**config.mk**
```make
export PLATFORM = sky130hd
export DESIGN_NAME = databus_arbiter
export DESIGN_NICKNAME = d
export VERILOG_FILES = /design/src/rtl/databus_arbiter.sv
export SDC_FILE = /design/constraint.sdc
export NUM_CORES = 1
export LEC_CHECK = 0
export CAP_MARGIN = 20
export CORE_UTILIZATION = 25
export DETAILED_ROUTE_END_ITERATION = 16
export SLEW_MARGIN = 20
export SYNTH_ARGS = -nofsm -noshare
export SYNTH_HDL_FRONTEND = slang
export SYNTH_SLANG_ARGS = --single-unit
export TNS_END_PERCENT = 5
```
**constraint.sdc**
```tcl
create_clock -name clk -period 4.5 [get_ports clk]
set_clock_uncertainty 0.1 [all_clocks]
set_input_delay 0.675 -clock clk [delete_from_list [all_inputs] [get_ports clk]]
set_output_delay 0.675 -clock clk [all_outputs]
set_load 0.02 [all_outputs]
```
**src/rtl/databus_arbiter.sv**
```systemverilog
// Round-robin arbiter for a 4-source databus mux. A grant is held for a burst of beats
// until the source's last beat, the MAX_BEATS limit, or the source dropping its request.
module databus_arbiter #(
    parameter int unsigned MAX_BEATS = 4
) (
    input  logic       clk,
    input  logic       rst_n,
    input  logic [3:0] req,
    input  logic [3:0] last,
    input  logic       bus_ready,
    output logic [1:0] select_source,
    output logic [3:0] grant,
    output logic       bus_valid,
    output logic       xfer_done,
    output logic       xfer_abort,
    output logic [1:0] done_id
);

    localparam logic [0:0] ST_IDLE  = 1'b0;
    localparam logic [0:0] ST_BUSY  = 1'b1;
    localparam logic [3:0] LAST_CNT = 4'(MAX_BEATS - 1);

    logic [0:0] r_state;
    logic [1:0] r_ptr;
    logic [3:0] r_beat_cnt;
    logic [1:0] r_sel;
    logic [3:0] r_grant;
    logic       r_bus_valid;
    logic       r_xfer_done;
    logic       r_xfer_abort;
    logic [1:0] r_done_id;

    logic       w_pick_valid;
    logic [1:0] w_pick_idx;
    logic       w_accept;
    logic       w_release_done;
    logic       w_release_abort;

    // Descending scan so the candidate closest to the pointer is written last and wins.
    always_comb begin
        logic [1:0] v_cand;
        v_cand       = r_ptr;
        w_pick_valid = 1'b0;
        w_pick_idx   = r_ptr;
        for (int i = 3; i >= 0; i--) begin
            v_cand = r_ptr + 2'(i);
            if (req[v_cand]) begin
                w_pick_valid = 1'b1;
                w_pick_idx   = v_cand;
            end
        end
    end

    assign w_accept        = (r_state == ST_BUSY) && bus_ready;
    // An accepted beat always wins over a dropped request, so abort needs no accept.
    assign w_release_done  = w_accept &&
                             (last[r_sel] || (r_beat_cnt == LAST_CNT) || !req[r_sel]);
    assign w_release_abort = (r_state == ST_BUSY) && !w_accept && !req[r_sel];

    always_ff @(posedge clk or negedge rst_n) begin
        if (!rst_n) begin
            r_state      <= ST_IDLE;
            r_ptr        <= 2'd0;
            r_beat_cnt   <= 4'd0;
            r_sel        <= 2'd0;
            r_grant      <= 4'd0;
            r_bus_valid  <= 1'b0;
            r_xfer_done  <= 1'b0;
            r_xfer_abort <= 1'b0;
            r_done_id    <= 2'd0;
        end else begin
            r_xfer_done  <= 1'b0;
            r_xfer_abort <= 1'b0;
            case (r_state)
                ST_IDLE: begin
                    if (w_pick_valid) begin
                        r_state     <= ST_BUSY;
                        r_sel       <= w_pick_idx;
                        r_grant     <= 4'b0001 << w_pick_idx;
                        r_bus_valid <= 1'b1;
                        r_beat_cnt  <= 4'd0;
                    end
                end
                ST_BUSY: begin
                    if (w_release_done || w_release_abort) begin
                        r_state      <= ST_IDLE;
                        r_grant      <= 4'd0;
                        r_bus_valid  <= 1'b0;
                        r_beat_cnt   <= 4'd0;
                        r_ptr        <= r_sel + 2'd1;
                        r_xfer_done  <= w_release_done;
                        r_xfer_abort <= w_release_abort;
                        r_done_id    <= r_sel;
                    end else if (w_accept) begin
                        r_beat_cnt <= r_beat_cnt + 4'd1;
                    end
                end
                default: begin
                    r_state <= ST_IDLE;
                end
            endcase
        end
    end

    assign select_source = r_sel;
    assign grant         = r_grant;
    assign bus_valid     = r_bus_valid;
    assign xfer_done     = r_xfer_done;
    assign xfer_abort    = r_xfer_abort;
    assign done_id       = r_done_id;

endmodule
```
Word level (Yosys, flattened, before mapping)
Cells that the tools add are included.
- $add $sub $neg: 5
- $lt $le $gt $ge: 5
- equality and inequality tests: 4
- shift operators: 1
- mux-type cells: 37
- bitwise gates (word level): 1
- reductions and logical operators: 13
- operators by type and width (cell ; count):
    2-to-1 mux 4 bit ; 5
    2-to-1 mux 1 bit ; 18
    one-hot mux 4 bit (2 select lines) ; 2
    < comparator 2 x 3 -> 1 bit, second input constant ; 5
    binary-select mux 1 bit (select 2 bit) ; 6
    2-to-1 mux 2 bit ; 4
    AND reduction 2 bit ; 4
    adder 2 x 1 -> 2 bit, second input constant ; 2
    adder 2 bit, second input constant ; 2
    adder 4 x 1 -> 4 bit, second input constant ; 1
    equality test 4 x 2 -> 1 bit, second input constant ; 1
    logical AND 1 bit ; 4
    one-hot mux 1 bit (2 select lines) ; 2
    left shift 1 x 2 -> 4 bit, first input constant ; 1
    logical OR 1 bit ; 3
    inequality test 3 x 1 -> 1 bit, second input constant ; 1
    zero test 1 bit ; 2
    inequality test 2 x 1 -> 1 bit, second input constant ; 1
    inequality test 2 bit, second input constant ; 1
    NOT 1 bit ; 1
- register bits after elaboration: 18
- output and inout bits: 11
- word-level logic and storage cells: 75

Logic depth before layout (Yosys ltp)
Gate-level depths: netlist of the first run.
- depth in word-level cells: 10
- mapped depth: 5
- gate-level depth less buffers: 5

Least setup slack after synthesis of the first run
OpenSTA, ideal clock, no wires.
- path kind: input-to-reg
- start point: input req[3]
- end point: register r_done_id[0] (netlist: done_id[0])
- library setup time: 0.125 ns
- arrival time: 1.746 ns
- data required time: 4.275 ns
- setup slack: 2.529 ns
- stages on the path: 4
- path through: mux4_2 > o21ai_4 > o21ai_4 > mux2_4
- cells in the longest elaborated chain, start to end: 7
- ends and longest elaborated chain (what ; line ; text):
    start: declaration ; 8 ; input logic [3:0] req,
    binary-select mux 1 bit (select 2 bit) * ; 57, 58 ;
    2-to-1 mux 1 bit (not written as such) * ; 57, 58 ;
    zero test 1 bit * ; 57, 58 ;
    logical OR 1 bit ; 57 ; (last[r_sel] || (r_beat_cnt == LAST_CNT) || !req[r_sel]);
    logical AND 1 bit ; 56 ; assign w_release_done = w_accept &&
    logical OR 1 bit * ; 85 ; if (w_release_done || w_release_abort) begin
    AND reduction 2 bit (no source line) * ; - ;
    end signal: assignment ; 93 ; r_done_id <= r_sel;
    end: declaration ; 31 ; logic [1:0] r_done_id;
Mark *: on every way between the ends. The rest lies on a longest branch, timed or not. The select of a mux whose other input is x is not followed.
A chain may end at the register's enable or synchronous reset.

Worst setup path in the final report of the first run
- start point: input req[3]
- end point: register r_beat_cnt[3]
- cells in the longest elaborated chain, start to end: 8
- ends and longest elaborated chain (what ; line ; text):
    binary-select mux 1 bit (select 2 bit), on equally long branches ; 47, 57, 58 ;
    2-to-1 mux 1 bit, on equally long branches ; 47, 57, 58 ;
    2-to-1 mux 1 bit or zero test 1 bit (tied branches) ; 47, 57, 58 ;
    2-to-1 mux 1 bit or logical OR 1 bit (tied branches) ; 47, 57 ;
    2-to-1 mux 1 bit or logical AND 1 bit (tied branches) ; 47, 56 ;
    2-to-1 mux 1 bit or logical OR 1 bit (tied branches) ; 47, 85 ;
    inequality test 2 bit (no source line) (tied with other cells) ; - ;
    AND reduction 2 bit (no source line) or one-hot mux 4 bit (2 select lines) (tied branches) ; - ;
    end signal: assignment ; 95 ; r_beat_cnt <= r_beat_cnt + 4'd1;
    end: declaration ; 25 ; logic [3:0] r_beat_cnt;
Parallel ways exist; a longest one is shown, timed or not. The select of a mux whose other input is x is not followed.

==> impl_results.html, run 1 <==
<table>
<tr><th>Metric</th><th>Value</th></tr>
<tr><th colspan="2">Global routing</th></tr>
<tr><td>Antenna violations before repair</td><td>0</td></tr>
<tr><td>Global-route wire length before repair</td><td>3310 um</td></tr>
<tr><td>Via count of the first global-routing pass</td><td>717</td></tr>
<tr><td>Pin count of the biggest net entering global routing</td><td>19</td></tr>
<tr><td>Overall track demand over capacity in global routing</td><td>10.2%</td></tr>
<tr><td>Total congestion overflow</td><td>0</td></tr>
<tr><th colspan="2">Finish</th></tr>
<tr><td>Share of post-route cells with drive strength above 1</td><td>12.3%</td></tr>
<tr><td>Top library cells by usage in the layout, fill and taps aside</td><td>sky130_fd_sc_hd__clkdlybuf4s50_1 (21), sky130_fd_sc_hd__dfrtp_1 (18), sky130_fd_sc_hd__nor2b_1 (9), sky130_fd_sc_hd__mux2i_1 (5), sky130_fd_sc_hd__nand2_1 (5)</td></tr>
<tr><td>Most common library cell in the layout ignoring fill and taps</td><td>sky130_fd_sc_hd__clkdlybuf4s50_1</td></tr>
<tr><td>Post-route design area</td><td>0.00132 sq mm</td></tr>
<tr><td>Final-layout fill cell count</td><td>398</td></tr>
<tr><td>Total inserted antenna cells</td><td>0</td></tr>
<tr><td>Nets@finish</td><td>128</td></tr>
<tr><td>Area growth, synth to finish</td><td>28.9%</td></tr>
<tr><th colspan="2">Timing</th></tr>
<tr><td>Final Max Tran Viols</td><td>0</td></tr>
<tr><td>Share of the clock period used by the worst path after layout</td><td>52.5%</td></tr>
<tr><td>Final number of hold-violating endpoints</td><td>0</td></tr>
<tr><td>Worst-case headroom to the max-slew limit</td><td>46.3%</td></tr>
<tr><td>Pin slew with the least headroom to its limit</td><td>803 ps</td></tr>
<tr><td>Count of final setup violators</td><td>0</td></tr>
<tr><td>Setup repair after global routing missed its margin</td><td>false</td></tr>
<tr><td>Setup TNS</td><td>0 ps</td></tr>
<tr><td>Final critical path time including I/O delays and setup</td><td>2360 ps</td></tr>
<tr><td>Maximum clock frequency</td><td>423 MHz</td></tr>
<tr><th colspan="2">Route</th></tr>
<tr><td>Final routed wire length divided by cell count</td><td>12.7 um</td></tr>
<tr><td>First-pass iteration count of the detailed router</td><td>4</td></tr>
<tr><td>Total via count after detailed routing</td><td>796</td></tr>
<tr><td>Total wirelength of the detailed-routed design</td><td>2060 um</td></tr>
<tr><td>Final routed DRC violation total</td><td>0</td></tr>
<tr><td>Residual antenna-violating net count after detailed routing</td><td>0</td></tr>
<tr><td>DR vias/cell</td><td>4.91</td></tr>
<tr><td>Number of DRC markers in iteration 0</td><td>19</td></tr>
<tr><th colspan="2">Worst setup path</th></tr>
<tr><td>Kind of cell adding the most delay to the critical path</td><td>buffers and inverters</td></tr>
<tr><td>Crit path DAT</td><td>2450 ps</td></tr>
<tr><td>List of cells traversed by the critical path</td><td>clkdlybuf4s50_1, mux4_2, o21ai_4, o31ai_2, and3_1</td></tr>
<tr><td>Crit path max-delay cell type</td><td>sky130_fd_sc_hd__clkdlybuf4s50_1</td></tr>
<tr><td>Critical Path Start Type</td><td>input pin</td></tr>
<tr><td>Longest individual stage delay on the worst path</td><td>610 ps</td></tr>
<tr><td>Req. time, crit path</td><td>4590 ps</td></tr>
<tr><td>Flop2flop setup slack</td><td>2520 ps</td></tr>
<tr><td>Worst Path Buf+Inv</td><td>1</td></tr>
<tr><td>Kind of critical path</td><td>in2reg</td></tr>
<tr><td>Crit end category</td><td>flop</td></tr>
<tr><td>CP max FO</td><td>8</td></tr>
<tr><th colspan="2">Power</th></tr>
<tr><td>Sequential cell fraction of total power</td><td>34.7%</td></tr>
<tr><td>Switch Pwr</td><td>346 uW</td></tr>
<tr><td>Power density relative to cell area</td><td>653 mW/mm^2</td></tr>
<tr><td>Peak supply drop</td><td>167 uV</td></tr>
<tr><td>Combinational share of power</td><td>52.6%</td></tr>
<tr><td>Net switching fraction of the power</td><td>40.3%</td></tr>
<tr><td>Leakage power figure</td><td>0.000581 uW</td></tr>
<tr><td>Part of the total power dissipated in the clock network</td><td>12.7%</td></tr>
<tr><td>Internal power component</td><td>514 uW</td></tr>
<tr><th colspan="2">Placed design</th></tr>
<tr><td>Port buffer count</td><td>21</td></tr>
<tr><td>Total cell area at the placement stage</td><td>0.00128 sq mm</td></tr>
<tr><td>Weighted congestion at the end of routability-driven global placement</td><td>0.780</td></tr>
<tr><td>Detailed placement HPWL</td><td>1590 um</td></tr>
<tr><th colspan="2">Clock tree</th></tr>
<tr><td>Number of cells upsized or downsized after cts</td><td>0</td></tr>
<tr><td>TritonCTS clock tree</td><td>built</td></tr>
<tr><td>CTS HTree Levels</td><td>1</td></tr>
<tr><td>Clock network latency to the later pin of the worst-skew pair</td><td>250 ps</td></tr>
<tr><td>Clk slew on worst S/H paths</td><td>60 ps</td></tr>
<tr><td>Number of clock buffers inserted by TritonCTS</td><td>3</td></tr>
<tr><td>Number of hold-repair buffers added at the cts stage</td><td>0</td></tr>
<tr><td>Total setup buffers inserted after CTS</td><td>0</td></tr>
<tr><td>Root Buffer</td><td>sky130_fd_sc_hd__clkbuf_8</td></tr>
<tr><td>Clk sink count</td><td>18</td></tr>
<tr><td>Buffer levels on the longest clock path</td><td>2</td></tr>
<tr><th colspan="2">Yosys</th></tr>
<tr><td>Synthesized Nets</td><td>104</td></tr>
<tr><td>Dominant synthesized flop cell</td><td>sky130_fd_sc_hd__dfrtp_1</td></tr>
<tr><td>Yosys reg bits</td><td>18</td></tr>
<tr><td>Netlist area before placement</td><td>0.00102 sq mm</td></tr>
<tr><td>Seq/Total Area, Yosys</td><td>44.0%</td></tr>
<tr><td>Post-Synthesis Cells</td><td>92</td></tr>
<tr><td>Number of enable flip-flop cells after synthesis</td><td>0</td></tr>
<tr><td>Distinct cell type count after synthesis</td><td>37</td></tr>
<tr><td>Avg Cell Area, Syn</td><td>11.1 sq um</td></tr>
<tr><td>Syn. warnings</td><td>0</td></tr>
<tr><td>Async set-reset flop share out of synthesis</td><td>100%</td></tr>
<tr><th colspan="2">Floorplanning</th></tr>
<tr><td>DIE HEIGHT</td><td>66.0 um</td></tr>
<tr><td>Die Footprint</td><td>0.00435 sq mm</td></tr>
<tr><td>Core ar.</td><td>0.00380 sq mm</td></tr>
<tr><td>Width of the die</td><td>66.0 um</td></tr>
<tr><td>Cell Rows</td><td>22</td></tr>
<tr><td>Starting density of the core</td><td>26.9%</td></tr>
<tr><td>I/O pin count</td><td>22</td></tr>
<tr><th colspan="2">Job</th></tr>
<tr><td>Reported max-cap violation count</td><td>0</td></tr>
<tr><th colspan="2">Run status</th></tr>
<tr><td>Result of the run</td><td>complete, no violations</td></tr>
<tr><th colspan="2">Min path</th></tr>
<tr><td>Path class of the lowest-slack min-delay path</td><td>reg2reg</td></tr>
</table>
[kinds of logic (layout without fill, tap and decap cells)]
group / Yosys count / after routing / share of synthesized area, %
AOI/OAI and AO/OA: 29 / 29 / 24.8
and+or+nand+nor: 29 / 29 / 16.0
DFF: 18 / 18 / 44.0
muxes: 8 / 8 / 10.0
buffers and inverters: 6 / 28 / 3.06
adders and majority gates: 1 / 1 / 1.22
xor gates and xnor gates: 1 / 1 / 0.856
[cell usage after synthesis (3+ instances only)]
cell	n	area (sq um)
sky130_fd_sc_hd__a21o_1	3	22.5
sky130_fd_sc_hd__a21oi_1	3	15.0
sky130_fd_sc_hd__dfrtp_1	18	450
sky130_fd_sc_hd__inv_1	4	15.0
sky130_fd_sc_hd__mux2i_1	5	50.1
sky130_fd_sc_hd__nand2_1	5	18.8
sky130_fd_sc_hd__nor2b_1	9	56.3
sky130_fd_sc_hd__nor3_1	4	20.0
sky130_fd_sc_hd__o21ai_0	4	20.0
sky130_fd_sc_hd__o2bb2ai_1	3	26.3
[final cells by class]
type / instances / area, sq um / area share (%)
timing repair buffer: 21 / 210 / 15.9
clock buffer: 3 / 41.3 / 3.13
multi-input combinational: 68 / 542 / 41.1
sequential: 18 / 450 / 34.2
tap: 48 / 60.1 / 4.55
inverter: 4 / 15.0 / 1.14
[registers in the layout, indices dropped and copies added (netlist names)]
| signal | count |
|---|---|
| grant | 4 |
| r_beat_cnt | 4 |
| done_id | 2 |
| r_ptr | 2 |
| select_source | 2 |
| bus_valid | 1 |
| r_state | 1 |
| xfer_abort | 1 |
| xfer_done | 1 |
[final timing paths]
check / startpoint / endpoint / depth (start not counted)
setup reg to reg: select_source[1] / done_id[0] / 4
setup / recovery: req[3] / r_beat_cnt[3] / 5
max in group asynchronous: rst_n / r_beat_cnt[1] / 1
hold / removal: grant[3] / grant[3] / 1
min in group asynchronous: rst_n / done_id[1] / 1
hold reg to reg: grant[3] / grant[3] / 1
[power by group through the flow]
stage	clock network [uW]	registers, uW	logic (uW)
6_report	109	299	453
5_1_grt	121	310	489
4_1_cts	115	300	458
3_5_place_dp	0	303	456
3_3_place_gp	0	299	450
2_1_floorplan	0	328	283
[routing by layer]
layer	share of wire (%)	track usage, %
met1	46	12.7
met3	5.0	3.10
met4	1.3	3.99
met2	47	16.5
met5	0	0
[per-stage QoR]
step	setup WS (ps)	hold slack, ps	instances	util, %	total power, uW
floorplan	2530	279	92	-	611
global placement	1910	380	159	33.6	749
detailed placement	1880	381	159	33.6	759
CTS	2140	396	162	34.7	872
global route	2040	406	162	34.7	921
finish	2140	393	162	34.7	861
(Power assumes the default switching activity.)
==> inputs of run 2 (changes only) <==
==> constraint.sdc (replaced) <==
create_clock -name clk -period 2 [get_ports clk]
set_clock_uncertainty 0.1 [all_clocks]
set_input_delay 0.3 -clock clk [delete_from_list [all_inputs] [get_ports clk]]
set_output_delay 0.3 -clock clk [all_outputs]
set_load 0.02 [all_outputs]
==> run 2 against run 1 <==
Compared with the run above: routed wire length is 9.4% higher; first-iteration DRC count is 89% higher; sequential power is 110% higher; clock power grew to 2.7 times the previous value; worst hold slack worse by 110 ps; core utilization is 3.5 points higher; design area is 10% higher; combinational power grew to 2.6 times the previous value; register-to-register slack worse by 2400 ps; critical path depth is 1 higher.
==> impl_results.html, run 2 (same netlist as run 1, synthesis figures left out) <==
<table>
<tr><th>Metric</th><th>Value</th></tr>
<tr><th colspan="2">Run status</th></tr>
<tr><td>Result of the run</td><td>complete, no violations (unchanged)</td></tr>
<tr><th colspan="2">Global routing</th></tr>
<tr><td>Global routing usage on met1</td><td>16.4% (was 12.7%)</td></tr>
<tr><td>Global Route met2 Usage</td><td>17.9% (was 16.5%)</td></tr>
<tr><td>Global-route wire length before repair</td><td>3890 um (was 3310 um)</td></tr>
<tr><td>Overall track demand over capacity in global routing</td><td>11.7% (was 10.2%)</td></tr>
<tr><td>Via count of the first global-routing pass</td><td>823 (was 717)</td></tr>
<tr><td>Pin count of the biggest net entering global routing</td><td>19 (unchanged)</td></tr>
<tr><td>Total congestion overflow</td><td>0 (unchanged)</td></tr>
<tr><td>Met3 routing resource usage after global routing</td><td>3.28% (was 3.10%)</td></tr>
<tr><td>Antenna violations before repair</td><td>0 (unchanged)</td></tr>
<tr><td>Most congested layer reported by global routing</td><td>met2 (unchanged)</td></tr>
<tr><th colspan="2">Power</th></tr>
<tr><td>Leakage power figure</td><td>0.000668 uW (was 0.000581 uW)</td></tr>
<tr><td>Peak supply drop</td><td>366 uV (was 167 uV)</td></tr>
<tr><td>Power density relative to cell area</td><td>1450 mW/mm^2 (was 653 mW/mm^2)</td></tr>
<tr><th colspan="2">Clock tree</th></tr>
<tr><td>Clk sink count</td><td>18 (unchanged)</td></tr>
<tr><td>Number of cells upsized or downsized after cts</td><td>0 (unchanged)</td></tr>
<tr><td>Number of hold-repair buffers added at the cts stage</td><td>0 (unchanged)</td></tr>
<tr><td>TritonCTS clock tree</td><td>built (unchanged)</td></tr>
<tr><td>Total setup buffers inserted after CTS</td><td>0 (unchanged)</td></tr>
<tr><td>Clk slew on worst S/H paths</td><td>70 ps (was 60 ps)</td></tr>
<tr><td>Buffer levels on the longest clock path</td><td>2 (unchanged)</td></tr>
<tr><td>CTS HTree Levels</td><td>1 (unchanged)</td></tr>
<tr><td>Root Buffer</td><td>sky130_fd_sc_hd__clkbuf_8 (unchanged)</td></tr>
<tr><td>Clock network latency to the later pin of the worst-skew pair</td><td>250 ps (about the same)</td></tr>
<tr><td>Number of clock buffers inserted by TritonCTS</td><td>3 (unchanged)</td></tr>
<tr><th colspan="2">Timing</th></tr>
<tr><td>Pin slew with the least headroom to its limit</td><td>408 ps (was 803 ps)</td></tr>
<tr><td>Setup TNS</td><td>0 ps (unchanged)</td></tr>
<tr><td>Worst-case headroom to the max-slew limit</td><td>72.1% (was 46.3%)</td></tr>
<tr><td>Share of the clock period used by the worst path after layout</td><td>95.9%</td></tr>
<tr><td>Count of final setup violators</td><td>0 (unchanged)</td></tr>
<tr><td>Maximum clock frequency</td><td>522 MHz</td></tr>
<tr><td>Setup repair after global routing missed its margin</td><td>false (unchanged)</td></tr>
<tr><td>Final critical path time including I/O delays and setup</td><td>1920 ps</td></tr>
<tr><td>Final number of hold-violating endpoints</td><td>0 (unchanged)</td></tr>
<tr><td>Final Max Tran Viols</td><td>0 (unchanged)</td></tr>
<tr><th colspan="2">Floorplanning</th></tr>
<tr><td>Die Footprint</td><td>0.00435 sq mm (unchanged)</td></tr>
<tr><td>Cell Rows</td><td>22 (unchanged)</td></tr>
<tr><td>Core ar.</td><td>0.00380 sq mm (unchanged)</td></tr>
<tr><td>I/O pin count</td><td>22 (unchanged)</td></tr>
<tr><td>Starting density of the core</td><td>26.9% (unchanged)</td></tr>
<tr><td>Width of the die</td><td>66.0 um (unchanged)</td></tr>
<tr><td>DIE HEIGHT</td><td>66.0 um (unchanged)</td></tr>
<tr><th colspan="2">Finish</th></tr>
<tr><td>Post-route design area</td><td>0.00145 sq mm (was 0.00132 sq mm)</td></tr>
<tr><td>Share of post-route cells with drive strength above 1</td><td>23.7% (was 12.3%)</td></tr>
<tr><td>Most common library cell in the layout ignoring fill and taps</td><td>sky130_fd_sc_hd__clkdlybuf4s50_1 (unchanged)</td></tr>
<tr><td>Total inserted antenna cells</td><td>0 (unchanged)</td></tr>
<tr><td>Top library cells by usage in the layout, fill and taps aside</td><td>sky130_fd_sc_hd__clkdlybuf4s50_1 (21), sky130_fd_sc_hd__dfrtp_1 (18), sky130_fd_sc_hd__buf_4 (16), sky130_fd_sc_hd__nor2b_1 (9) (was sky130_fd_sc_hd__clkdlybuf4s50_1 (21), sky130_fd_sc_hd__dfrtp_1 (18), sky130_fd_sc_hd__nor2b_1 (9), sky130_fd_sc_hd__mux2i_1 (5), sky130_fd_sc_hd__nand2_1 (5))</td></tr>
<tr><td>Nets@finish</td><td>144 (was 128)</td></tr>
<tr><td>Filler-free cell count of the finished design</td><td>179 (was 162)</td></tr>
<tr><td>Area growth, synth to finish</td><td>41.9% (was 28.9%)</td></tr>
<tr><th colspan="2">Placed design</th></tr>
<tr><td>Weighted congestion at the end of routability-driven global placement</td><td>0.818 (was 0.780)</td></tr>
<tr><td>Detailed placement HPWL</td><td>1710 um (was 1590 um)</td></tr>
<tr><td>Total cell area at the placement stage</td><td>0.00140 sq mm (was 0.00128 sq mm)</td></tr>
<tr><td>Port buffer count</td><td>21 (unchanged)</td></tr>
<tr><td>Cell total after placement</td><td>175 (was 159)</td></tr>
<tr><th colspan="2">Route</th></tr>
<tr><td>Total wirelength of the detailed-routed design</td><td>2250 um (was 2060 um)</td></tr>
<tr><td>Total via count after detailed routing</td><td>845 (was 796)</td></tr>
<tr><td>Final routed wire length divided by cell count</td><td>12.6 um (was 12.7 um)</td></tr>
<tr><td>Residual antenna-violating net count after detailed routing</td><td>0 (unchanged)</td></tr>
<tr><td>Final routed DRC violation total</td><td>0 (unchanged)</td></tr>
<tr><td>DR vias/cell</td><td>4.72 (was 4.91)</td></tr>
<tr><td>First-pass iteration count of the detailed router</td><td>4 (unchanged)</td></tr>
<tr><td>Number of DRC markers in iteration 0</td><td>36 (was 19)</td></tr>
<tr><th colspan="2">Job</th></tr>
<tr><td>Reported max-cap violation count</td><td>0 (unchanged)</td></tr>
<tr><th colspan="2">Worst setup path</th></tr>
<tr><td>Worst reg2reg path depth</td><td>6 (was 4)</td></tr>
<tr><td>Flop2flop setup slack</td><td>80 ps (was 2520 ps)</td></tr>
<tr><td>List of cells traversed by the critical path</td><td>ha_1, nor3b_1, o2bb2ai_1, buf_4, o21ai_4, mux2_4 (was clkdlybuf4s50_1, mux4_2, o21ai_4, o31ai_2, and3_1)</td></tr>
<tr><td>Req. time, crit path</td><td>2040 ps (was 4590 ps)</td></tr>
<tr><td>Worst Setup SP</td><td>r_beat_cnt[0] (was req[3])</td></tr>
<tr><td>Reg-to-reg endpoint</td><td>done_id[1] (was done_id[0])</td></tr>
<tr><td>FF-to-FF Start</td><td>r_beat_cnt[0] (was select_source[1])</td></tr>
<tr><td>Longest individual stage delay on the worst path</td><td>380 ps (was 610 ps)</td></tr>
<tr><td>Critical Path Start Type</td><td>flop (was input pin)</td></tr>
<tr><td>Crit end category</td><td>flop (unchanged)</td></tr>
<tr><td>Worst Path Buf+Inv</td><td>1 (unchanged)</td></tr>
<tr><td>Kind of critical path</td><td>reg2reg (was in2reg)</td></tr>
<tr><td>CP max FO</td><td>4 (was 8)</td></tr>
<tr><td>WP depth</td><td>6 (was 5)</td></tr>
<tr><td>Crit path max-delay cell type</td><td>sky130_fd_sc_hd__dfrtp_1 (was sky130_fd_sc_hd__clkdlybuf4s50_1)</td></tr>
<tr><td>Kind of cell adding the most delay to the critical path</td><td>flip-flops (was buffers and inverters)</td></tr>
<tr><td>Timing endpoint of the critical path</td><td>done_id[1] (was r_beat_cnt[3])</td></tr>
<tr><td>Crit path DAT</td><td>1950 ps (was 2450 ps)</td></tr>
<tr><th colspan="2">Min path</th></tr>
<tr><td>Path class of the lowest-slack min-delay path</td><td>in2async (was reg2reg)</td></tr>
</table>
==> run 2: power by group <==
part           switching [uW]  internal (uW)  total (uW)
sequential                131            510         641
combinational             568            611        1180
clock                     116            175         290
total                     815           1300        2110
==> run 2: area by class of cell <==
type,instances,area [sq um]
clock buffer,4,55.1
multi-input combinational,68,542
timing repair buffer,37,330
inverter,4,15.0
tap,48,60.1
fill,380,2350
sequential,18,450
==> run 2: worst min path at each step <==
| stage | endpoint | slack [ps] | depth (start not counted) |
|---|---|---|---|
| 2_1_floorplan | bus_valid | -100 | 0 |
| 3_3_place_gp | grant[3] | 390 | 1 |
| 3_5_place_dp | grant[1] | 380 | 1 |
| 4_1_cts | r_state | 290 | 2 |
| 5_1_grt | r_state | 300 | 2 |
| 6_report | r_ptr[0] | 280 | 2 |
==> run 2: metal layers <==
layer  share of wire (%)  up-vias
li1                    -      427
met1                  50      394
met2                  44       22
met3                 4.8        2
met4                0.84        0
met5                   0        -
==> run 2: metrics by stage <==
stage | worst slack (ps) | hold WS (ps) | util [%] | total power, uW
after floorplan | 62.2 | -95.6 | - | 1370
after global placement | -133 | 388 | 36.8 | 1810
after detailed placement | -160 | 383 | 36.8 | 1830
after CTS | 87.6 | 290 | 38.2 | 2140
after global routing | 4.30 | 300 | 38.2 | 2280
final | 82.9 | 278 | 38.2 | 2110
